<file path="src/rtl/hub75_pkg.sv">
`default_nettype none
// ============================================================================
// Module      : hub75_pkg
// Description : Shared widths, defaults and FSM state type for the HUB75
//               row receiver.
// Revision    : 1.0 - initial release
// ============================================================================
package hub75_pkg;

    localparam int DATA_W       = 6;    // R1,G1,B1,R2,G2,B2
    localparam int ROW_W        = 5;    // row address lines A..E
    localparam int COL_W        = 7;    // pixel column index width
    localparam int COLS_DEFAULT = 128;  // columns per captured row

    typedef enum logic [0:0] {
        IDLE   = 1'b0,
        STREAM = 1'b1
    } rx_state_t;

endpackage
`default_nettype wire

</file>
<file path="src/rtl/hub75_sync.sv">
`default_nettype none
// ============================================================================
// Module      : hub75_sync
// Description : Brings the asynchronous HUB75 pins into the clk60 domain
//               through SYNC_STAGES flops (SYNC_STAGES >= 2), followed by one
//               edge-detect register. That register produces one-cycle
//               rising-edge pulses for sclk/lat and keeps data, row and oe
//               aligned cycle-for-cycle with those pulses.
// Revision    : 1.0 - initial release
// ============================================================================
module hub75_sync
    import hub75_pkg::*;
#(
    parameter int SYNC_STAGES = 2
) (
    input  logic              clk60,
    input  logic              resetn,
    input  logic [DATA_W-1:0] hub_data_i,
    input  logic [ROW_W-1:0]  hub_row_i,
    input  logic              hub_sclk_i,
    input  logic              hub_lat_i,
    input  logic              hub_oe_i,
    output logic [DATA_W-1:0] data_o,
    output logic [ROW_W-1:0]  row_o,
    output logic              oe_o,
    output logic              sclk_rise_o,
    output logic              lat_rise_o
);

    logic [DATA_W-1:0]      data_q [SYNC_STAGES];
    logic [ROW_W-1:0]       row_q  [SYNC_STAGES];
    logic [SYNC_STAGES-1:0] sclk_q;
    logic [SYNC_STAGES-1:0] lat_q;
    logic [SYNC_STAGES-1:0] oe_q;

    logic [DATA_W-1:0]      data_e_q;
    logic [ROW_W-1:0]       row_e_q;
    logic                   oe_e_q;
    logic                   sclk_prev_q;
    logic                   lat_prev_q;
    logic                   sclk_rise_q;
    logic                   lat_rise_q;

    // Synchronizer chains; oe idles high (panel blanked) out of reset.
    always_ff @(posedge clk60) begin
        if (!resetn) begin
            for (int i = 0; i < SYNC_STAGES; i++) begin
                data_q[i] <= '0;
                row_q[i]  <= '0;
            end
            sclk_q <= '0;
            lat_q  <= '0;
            oe_q   <= '1;
        end else begin
            data_q[0] <= hub_data_i;
            row_q[0]  <= hub_row_i;
            for (int i = 1; i < SYNC_STAGES; i++) begin
                data_q[i] <= data_q[i-1];
                row_q[i]  <= row_q[i-1];
            end
            sclk_q <= {sclk_q[SYNC_STAGES-2:0], hub_sclk_i};
            lat_q  <= {lat_q[SYNC_STAGES-2:0],  hub_lat_i};
            oe_q   <= {oe_q[SYNC_STAGES-2:0],   hub_oe_i};
        end
    end

    // Edge-detect register: rise pulses plus the payload sampled alongside them.
    always_ff @(posedge clk60) begin
        if (!resetn) begin
            data_e_q    <= '0;
            row_e_q     <= '0;
            oe_e_q      <= 1'b1;
            sclk_prev_q <= 1'b0;
            lat_prev_q  <= 1'b0;
            sclk_rise_q <= 1'b0;
            lat_rise_q  <= 1'b0;
        end else begin
            data_e_q    <= data_q[SYNC_STAGES-1];
            row_e_q     <= row_q[SYNC_STAGES-1];
            oe_e_q      <= oe_q[SYNC_STAGES-1];
            sclk_prev_q <= sclk_q[SYNC_STAGES-1];
            lat_prev_q  <= lat_q[SYNC_STAGES-1];
            sclk_rise_q <= sclk_q[SYNC_STAGES-1] & ~sclk_prev_q;
            lat_rise_q  <= lat_q[SYNC_STAGES-1]  & ~lat_prev_q;
        end
    end

    assign data_o      = data_e_q;
    assign row_o       = row_e_q;
    assign oe_o        = oe_e_q;
    assign sclk_rise_o = sclk_rise_q;
    assign lat_rise_o  = lat_rise_q;

endmodule
`default_nettype wire

</file>
<file path="src/rtl/hub75_rx.sv">
`default_nettype none
// ============================================================================
// Module      : hub75_rx
// Description : HUB75 panel-bus receiver. Shifts pixel words in on sclk,
//               captures a row on lat and replays it as a ready/valid pixel
//               stream. Optional macro HUB75_RX_ONTIME_EN adds a per-row
//               output-enable on-time counter; when it is undefined, ontime
//               is tied to 0.
// Revision    : 1.0 - initial release
// ============================================================================
module hub75_rx
    import hub75_pkg::*;
#(
    parameter int COLS        = COLS_DEFAULT,
    parameter int SYNC_STAGES = 2
) (
    input  logic              clk60,
    input  logic              resetn,
    input  logic [DATA_W-1:0] hub_data,
    input  logic [ROW_W-1:0]  hub_row,
    input  logic              hub_sclk,
    input  logic              hub_lat,
    input  logic              hub_oe,
    output logic [DATA_W-1:0] px_data,
    output logic [COL_W-1:0]  px_col,
    output logic [ROW_W-1:0]  px_row,
    output logic              px_last,
    output logic              px_valid,
    input  logic              px_ready,
    output logic              overflow,
    input  logic              clr_overflow,
    output logic [15:0]       ontime
);

    // The column counter must be able to hold COLS itself (the saturated value).
    localparam int CNT_W = $clog2(COLS + 1);

    logic [DATA_W-1:0] w_data;
    logic [ROW_W-1:0]  w_row;
    logic              w_oe;
    logic              w_sclk_rise;
    logic              w_lat_rise;

    hub75_sync #(
        .SYNC_STAGES (SYNC_STAGES)
    ) u_sync (
        .clk60       (clk60),
        .resetn      (resetn),
        .hub_data_i  (hub_data),
        .hub_row_i   (hub_row),
        .hub_sclk_i  (hub_sclk),
        .hub_lat_i   (hub_lat),
        .hub_oe_i    (hub_oe),
        .data_o      (w_data),
        .row_o       (w_row),
        .oe_o        (w_oe),
        .sclk_rise_o (w_sclk_rise),
        .lat_rise_o  (w_lat_rise)
    );

    logic [DATA_W-1:0] shift_q [COLS];
    logic [DATA_W-1:0] hold_q  [COLS];
    logic [CNT_W-1:0]  col_cnt_q, col_cnt_d;
    logic [CNT_W-1:0]  count_q;
    logic [ROW_W-1:0]  row_q;
    logic [COL_W-1:0]  px_col_q, px_col_d;
    logic              overflow_q, overflow_d;
    rx_state_t         state_q, state_d;

    logic              w_shift_wr;
    logic              w_shift_ovf;
    logic [COL_W-1:0]  w_wr_idx;
    logic [CNT_W-1:0]  w_cap_cnt;
    logic              w_xfer;
    logic              w_last;
    logic              w_last_xfer;
    logic              w_lat_accept;
    logic              w_lat_drop;

    // Shift first, then latch: a coinciding sclk word is counted in w_cap_cnt.
    assign w_shift_wr   = w_sclk_rise && (col_cnt_q < CNT_W'(COLS));
    assign w_shift_ovf  = w_sclk_rise && !w_shift_wr;
    assign w_wr_idx     = COL_W'(col_cnt_q);
    assign w_cap_cnt    = col_cnt_q + CNT_W'(w_shift_wr);
    assign w_xfer       = (state_q == STREAM) && px_ready;
    assign w_last       = (state_q == STREAM) && ((CNT_W'(px_col_q) + CNT_W'(1)) == count_q);
    assign w_last_xfer  = w_xfer && w_last;
    // A latch landing on the final beat transfer is taken: the buffer frees that edge.
    assign w_lat_accept = w_lat_rise && ((state_q == IDLE) || w_last_xfer);
    assign w_lat_drop   = w_lat_rise && !w_lat_accept;
    assign col_cnt_d    = w_lat_rise ? '0 : w_cap_cnt;

    // Shift buffer write on each in-range sclk edge.
    always_ff @(posedge clk60) begin
        if (w_shift_wr) begin
            shift_q[w_wr_idx] <= w_data;
        end
    end

    // Holding buffer snapshot on an accepted latch, folding in a same-cycle shift.
    always_ff @(posedge clk60) begin
        if (w_lat_accept) begin
            for (int i = 0; i < COLS; i++) begin
                hold_q[i] <= (w_shift_wr && (w_wr_idx == COL_W'(i))) ? w_data : shift_q[i];
            end
        end
    end

    // Stream column: restart at 0 for a new row, step on each accepted beat.
    always_comb begin
        px_col_d = px_col_q;
        if (w_last_xfer || w_lat_accept) begin
            px_col_d = '0;
        end else if (w_xfer) begin
            px_col_d = px_col_q + COL_W'(1);
        end
    end

    // Sticky overflow: a new error in the same cycle as a clear keeps it set.
    always_comb begin
        overflow_d = overflow_q;
        if (w_shift_ovf || w_lat_drop) begin
            overflow_d = 1'b1;
        end else if (clr_overflow) begin
            overflow_d = 1'b0;
        end
    end

    // Capture counters, row register, stream column and error flag.
    always_ff @(posedge clk60) begin
        if (!resetn) begin
            col_cnt_q  <= '0;
            count_q    <= '0;
            row_q      <= '0;
            px_col_q   <= '0;
            overflow_q <= 1'b0;
        end else begin
            col_cnt_q  <= col_cnt_d;
            px_col_q   <= px_col_d;
            overflow_q <= overflow_d;
            if (w_lat_accept) begin
                count_q <= w_cap_cnt;
                row_q   <= w_row;
            end
        end
    end

    // FSM state register.
    always_ff @(posedge clk60) begin
        if (!resetn) begin
            state_q <= IDLE;
        end else begin
            state_q <= state_d;
        end
    end

    // FSM next state: an empty row never enters STREAM.
    always_comb begin
        state_d = state_q;
        case (state_q)
            IDLE: begin
                if (w_lat_accept && (w_cap_cnt != '0)) begin
                    state_d = STREAM;
                end
            end
            STREAM: begin
                if (w_last_xfer) begin
                    state_d = (w_lat_accept && (w_cap_cnt != '0)) ? STREAM : IDLE;
                end
            end
            default: state_d = IDLE;
        endcase
    end

    // FSM outputs; data reads as zero whenever no beat is offered.
    always_comb begin
        px_valid = (state_q == STREAM);
        px_last  = w_last;
        px_data  = '0;
        if (state_q == STREAM) begin
            px_data = hold_q[px_col_q];
        end
    end

    assign px_col   = px_col_q;
    assign px_row   = row_q;
    assign overflow = overflow_q;

`ifdef HUB75_RX_ONTIME_EN
    logic [15:0] on_cnt_q;
    logic [15:0] ontime_q;

    // Count enabled (oe low) cycles; publish and restart on every accepted latch.
    always_ff @(posedge clk60) begin
        if (!resetn) begin
            on_cnt_q <= '0;
            ontime_q <= '0;
        end else if (w_lat_accept) begin
            ontime_q <= on_cnt_q;
            on_cnt_q <= '0;
        end else if (!w_oe && (on_cnt_q != 16'hFFFF)) begin
            on_cnt_q <= on_cnt_q + 16'd1;
        end
    end

    assign ontime = ontime_q;
`else
    logic w_unused_oe;
    assign w_unused_oe = w_oe;
    assign ontime      = '0;
`endif

endmodule
`default_nettype wire
</file>
<file path="config.mk">
export PLATFORM = sky130hd
export DESIGN_NAME = hub75_rx
export DESIGN_NICKNAME = d
export VERILOG_FILES = /design/src/rtl/hub75_pkg.sv /design/src/rtl/hub75_sync.sv /design/src/rtl/hub75_rx.sv
export SDC_FILE = /design/constraint.sdc
export NUM_CORES = 2
export LEC_CHECK = 0
export CORE_ASPECT_RATIO = 0.9
export CORE_MARGIN = 1.5
export CORE_UTILIZATION = 57
export CTS_CLUSTER_DIAMETER = 60
export DETAILED_ROUTE_END_ITERATION = 16
export GPL_TIMING_DRIVEN = 0
export PLACE_DENSITY = 0.76
export SYNTH_ARGS = -nofsm -noshare
export SYNTH_HDL_FRONTEND = slang
export SYNTH_SLANG_ARGS = --single-unit
</file>
<file path="constraint.sdc">
create_clock -name clk60 -period 23.9 [get_ports clk60]
set_input_delay 7.17 -clock clk60 [delete_from_list [all_inputs] [get_ports clk60]]
set_output_delay 7.17 -clock clk60 [all_outputs]
set_load 0.05 [all_outputs]
</file>
-- Word level (Yosys, flattened, before mapping)
Memories as Yosys holds them, arrays and structs flattened. A register that Yosys moved wholly into a read port is not among the register bits.
Index checks and enable logic that the tools add are counted.
- register bits: 38
- output and inout bits: 37
- memories: 4
- input bits: 18
- word-level logic and storage cells: 452
- RAM bits: 1558
- memories (name ; words ; bits a word ; rd ports ; clocked after Yosys merged registers in ; wr ports ; line ; source):
    hold_q ; 128 ; 6 ; 1 ; 1 ; 128 ; hub75_rx.sv:62 ; logic [DATA_W-1:0] hold_q [COLS];
    shift_q ; 128 ; 6 ; 128 ; 0 ; 1 ; hub75_rx.sv:61 ; logic [DATA_W-1:0] shift_q [COLS];
    u_sync.data_q ; 2 ; 6 ; 2 ; 1 ; 2 ; hub75_sync.sv:30 ; logic [DATA_W-1:0] data_q [SYNC_STAGES];
    u_sync.row_q ; 2 ; 5 ; 2 ; 1 ; 2 ; hub75_sync.sv:31 ; logic [ROW_W-1:0] row_q [SYNC_STAGES];
- mux-type cells: 146
- add/sub/neg operators: 3
- reductions and logical operators: 148
- order comparisons: 1
- equality and inequality tests: 128
- bitwise gates (word level): 10
- operators with widths (kind ; number):
    $mux 6 ; 131
    $eq 7x7->1 const B ; 64
    $eq 7x6->1 const B ; 32
    $logic_and 1x1->1 ; 136
    $eq 7x5->1 const B ; 16
    $eq 7x4->1 const B ; 8
    $eq 7x3->1 const B ; 4
    $eq 7x2->1 const B ; 2
    $mux 7 ; 2
    $mux 1 ; 10
    $mux 5 ; 2
    $add 7x1->8 const B ; 1
    $add 8x1->8 ; 1
    $eq 8x8->1 ; 1
    $lt 8x8->1 const B ; 1
    $reduce_bool 8->1 ; 1
    $add 7x1->7 const B ; 1
    $eq 7x1->1 const B ; 1
    $logic_not 7->1 ; 1
    $logic_not 1->1 ; 4
    $not 1->1 ; 4
    $or 1x1->1 ; 4
    $reduce_or 2->1 ; 2
    $logic_or 1x1->1 ; 3
    3 further kinds ; 4

-- Logic depth before layout (Yosys ltp)
- depth after elaboration: 10
- gate-level depth with buffers: 11

-- Modules after synthesis
A second synthesis with hierarchy kept.
- cell total of the unflattened synthesis: 3730
- area, all modules: 66172.2 sq um
- by module, submodules not included (module ; instances ; cells each ; area each (sq um)):
    hub75_rx ; 1 ; 3638 ; 64976.1
    hub75_sync ; 1 ; 92 ; 1196.1

-- Worst setup path after synthesis
No wires, ideal clock.
- kind: input-to-reg
- start: in px_ready
- end: mem hold_q[0][0] (enable)
- arrival time: 22.611 ns
- path buffers: 0
- slack: 0.181 ns
- required time: 22.792 ns
- stages on the path: 4
- cells stage by stage: nand3_1 > a2111oi_4 > o21ai_2 > inv_1
- RTL lines (element ; line ; source):
    start: declaration ; hub75_rx.sv:29 ; input logic px_ready,
    end: declaration ; hub75_rx.sv:62 ;

==> results.md <==
- Global-route wire length before repair: 256000 um
- Max-cap violations: 3
- Total track usage: 0.311
- Reg power frac: 0.559
- Final hold vios: 0
- I/O pin count: 55
- Period utilization: 0.577
- Avg WL per Cell: 33.1 um
- Critical path fanouts, max: 10
- Seq/Total Area, Yosys: 0.726
- DP Area: 0.0686 sq mm
- Clock share of power: 0.426
- Relative slew slack: -0.0848
- Maximum root-to-sink buffer count: 3
- Worst-margin pin slew: 1630 ps
- Routed Wire Length: 184000 um
- Commonest non-fill, non-tap cells in the layout: edfxtp_1 (1536), mux2_2 (768), mux2i_1 (267)
- Critical Path RT: 16730 ps
- Failing checks: max-capacitance violations, max-slew violations
- Post-route cell area: 0.0733 sq mm
- Fin Hold WS: 384 ps
- Nets@finish: 3984
- Final Max Tran Viols: 33
- M1 WL: 68200 um
- Syn avg cell area: 17.6 sq um
- Commonest non-fill, non-tap cell in the layout: edfxtp_1
- Crit start category: register
- Port buffer count: 37
- DR iter-0 viols: 5809
- Final setup vio count: 0
- Global route overflow: 0
- Setup repair after global routing missed its margin: false
- Die area: 0.117 sq mm
- Synth cell types: 58
- Number of synthesized flops with an enable pin: 1536
- Initial Util: 0.578
- Top Metal Used: met5
- Resized cells post-CTS: 0
- Die H: 325 um
- Synth warn: 0
- Clock Skew: 28.0 ps
- Post-route ant nets: 0
- Initial antenna violation count: 10
- Register bit total from synthesis: 1614
- FF-to-FF setup slack: 18810 ps
- FP Rows: 117
- Hold Crit Class: reg2reg
- Pwr dens: 75.2 mW/mm^2
- Worst EP arrival: 6610 ps
- Worst skew pair latency: 790 ps
- WL met3: 24900 um
- Psw: 0.00112 W
- Ys async rst share: 0
- Tmin final: 13780 ps
- Power Internal: 0.00439 W
- DRC viols: 0
- Fmax: 72.5 MHz
- Crit path kind: reg2out
- Total number of vias: 36200
- Post-DP HPWL: 119000 um
- LEAKAGE: 27.1 nW
- Max VDD drop: 0.0674 mV
- Top FF cell, synth: edfxtp_1
- CTS buffer count: 154
- Setup bufs post-CTS: 0
- CTS tree: yes
- Worst Setup End Kind: output pin
- Layout overhead on the synthesized area: 11.6%
- Count of hold buffers inserted by post-cts repair: 0
- Worst-path clk slew: 70 ps
- Largest net degree at the start of global routing: 132
- Drt pass-1 iters: 7
- Routed met2 length: 81100 um
- Avg Vias per Cell: 6.51
- Layout cells sized above 1: 0.283
- H-Tree Depth: 4
- Gp weighted congestion: 1.00
- Vias in the first global route: 35200
- Clk sinks: 1614
- Core Area: 0.114 sq mm
- Synthesized area: 0.0657 sq mm
- Die width: 361 um
- Combinational Power Share: 0.015
- Sw Share: 0.203
- Syn Inst Count: 3732
- Status: finished with violations
- Root buf cell: clkbuf_16
## layer usage
metal  GRT usage  vias to the layer above
li1            -                    15000
met1       0.419                    18400
met2       0.458                     2407
met3       0.105                      450
met4       0.152                        6
met5           0                        -
## per-stage QoR
stage / util / std cells / setup slack (ps) / TNS, ps / total power (W)
after global placement: 0.598 / 5271 / -7500 / -5685590 / 0.00326
after global routing: 0.645 / 5563 / 10220 / 0 / 0.00563
after CTS: 0.645 / 5562 / 10440 / 0 / 0.00552
final: 0.645 / 5566 / 10120 / 0 / 0.00552
after detailed placement: 0.603 / 5293 / 11320 / 0 / 0.00323
after floorplan: - / 3747 / 181 / 0 / 0.00320
## cells by family after synthesis
family          share of synthesized area
flops                               0.726
mux                                 0.193
simple gates                       0.0344
buf+inv                            0.0189
compound gates                     0.0251
xor+xnor                          0.00267
fa+ha+maj                        0.000571
other cells                     0.0000571
## synthesized netlist by cell type (4+ instances only)
cell type	number	share of area
and2_1	46	0.0044
nor3_1	14	0.0011
nand3_1	75	0.0057
nand2_1	139	0.0079
o22ai_1	37	0.0035
nand4_1	26	0.0025
mux2i_1	267	0.041
nor2b_1	21	0.0020
edfxtp_1	1536	0.70
o31ai_1	6	0.00069
a21oi_1	18	0.0014
a211oi_1	13	0.0015
o21ai_0	14	0.0011
nor2_1	114	0.0065
o41ai_1	6	0.00080
buf_2	38	0.0029
a41oi_1	6	0.00080
dfxtp_1	78	0.024
nor3b_1	7	0.00080
a22oi_1	97	0.011
a211o_1	6	0.00080
xnor2_1	7	0.00093
inv_1	70	0.0040
buf_1	12	0.00069
or3_1	4	0.00038
mux4_2	59	0.020
nand2b_1	8	0.00076
and3_1	4	0.00038
mux2_2	768	0.13
a2111oi_0	5	0.00067
buf_4	17	0.0019
clkbuf_1	159	0.0091
xor2_1	13	0.0017
a31oi_1	6	0.00057
## critical path: stages, from the launching register on
cell and delay [ps]:
dfxtp_1 310, clkbuf_1 270, buf_2 650, clkbuf_2 770, nand2_1 410, clkbuf_1 520, o22ai_1 300, nor2_1 70
nor2_1 220, o21ai_0 260, o41ai_1 1010, clkdlybuf4s50_1 980
## path summary, 6_finish.rpt
| check | from | to | cells after the start |
|---|---|---|---|
| worst max-delay path | register | px_data[0] | 11 |
| worst min-delay path | u_sync.sclk_prev_q | u_sync.sclk_rise_o | 1 |
| worst max register to register | px_col[0] | hold_q[50][1] | 9 |
| worst min register to register | u_sync.sclk_prev_q | u_sync.sclk_rise_o | 1 |
## power by group through the flow
stage | combinational [W] | sequential, W | clock [W]
2_1_floorplan | 0.0000355 | 0.00317 | 0
3_3_place_gp | 0.0000659 | 0.00319 | 0
3_5_place_dp | 0.0000827 | 0.00314 | 0
4_1_cts | 0.0000829 | 0.00308 | 0.00235
5_1_grt | 0.0000870 | 0.00308 | 0.00246
6_report | 0.0000853 | 0.00308 | 0.00235
## state kept, by name, summed over array words and instances, names as in the netlist, 2 cells and up, named ones only
signal / flops
u_sync.lat_q: 2
u_sync.sclk_q: 2
hold_q: 768
u_sync.row_o: 5
col_cnt_q: 8
shift_q: 768
u_sync.data_q: 12
count_q: 8
u_sync.data_o: 6
u_sync.row_q: 10
px_row: 5
px_col: 7
## layout make-up
cell class,instances,area [sq um]
Tap cell,1487,1860
Timing Repair Buffer,60,907
Clock buffer,192,4130
Fill cell,7720,40400
Clock inverter,77,597
Multi-Input combinational cell,1835,16900
Antenna cell,3,7.51
Buffer,228,980
Inverter,70,270
Sequential cell,1614,47700
No activity file was read; power rests on OpenSTA's default activity.
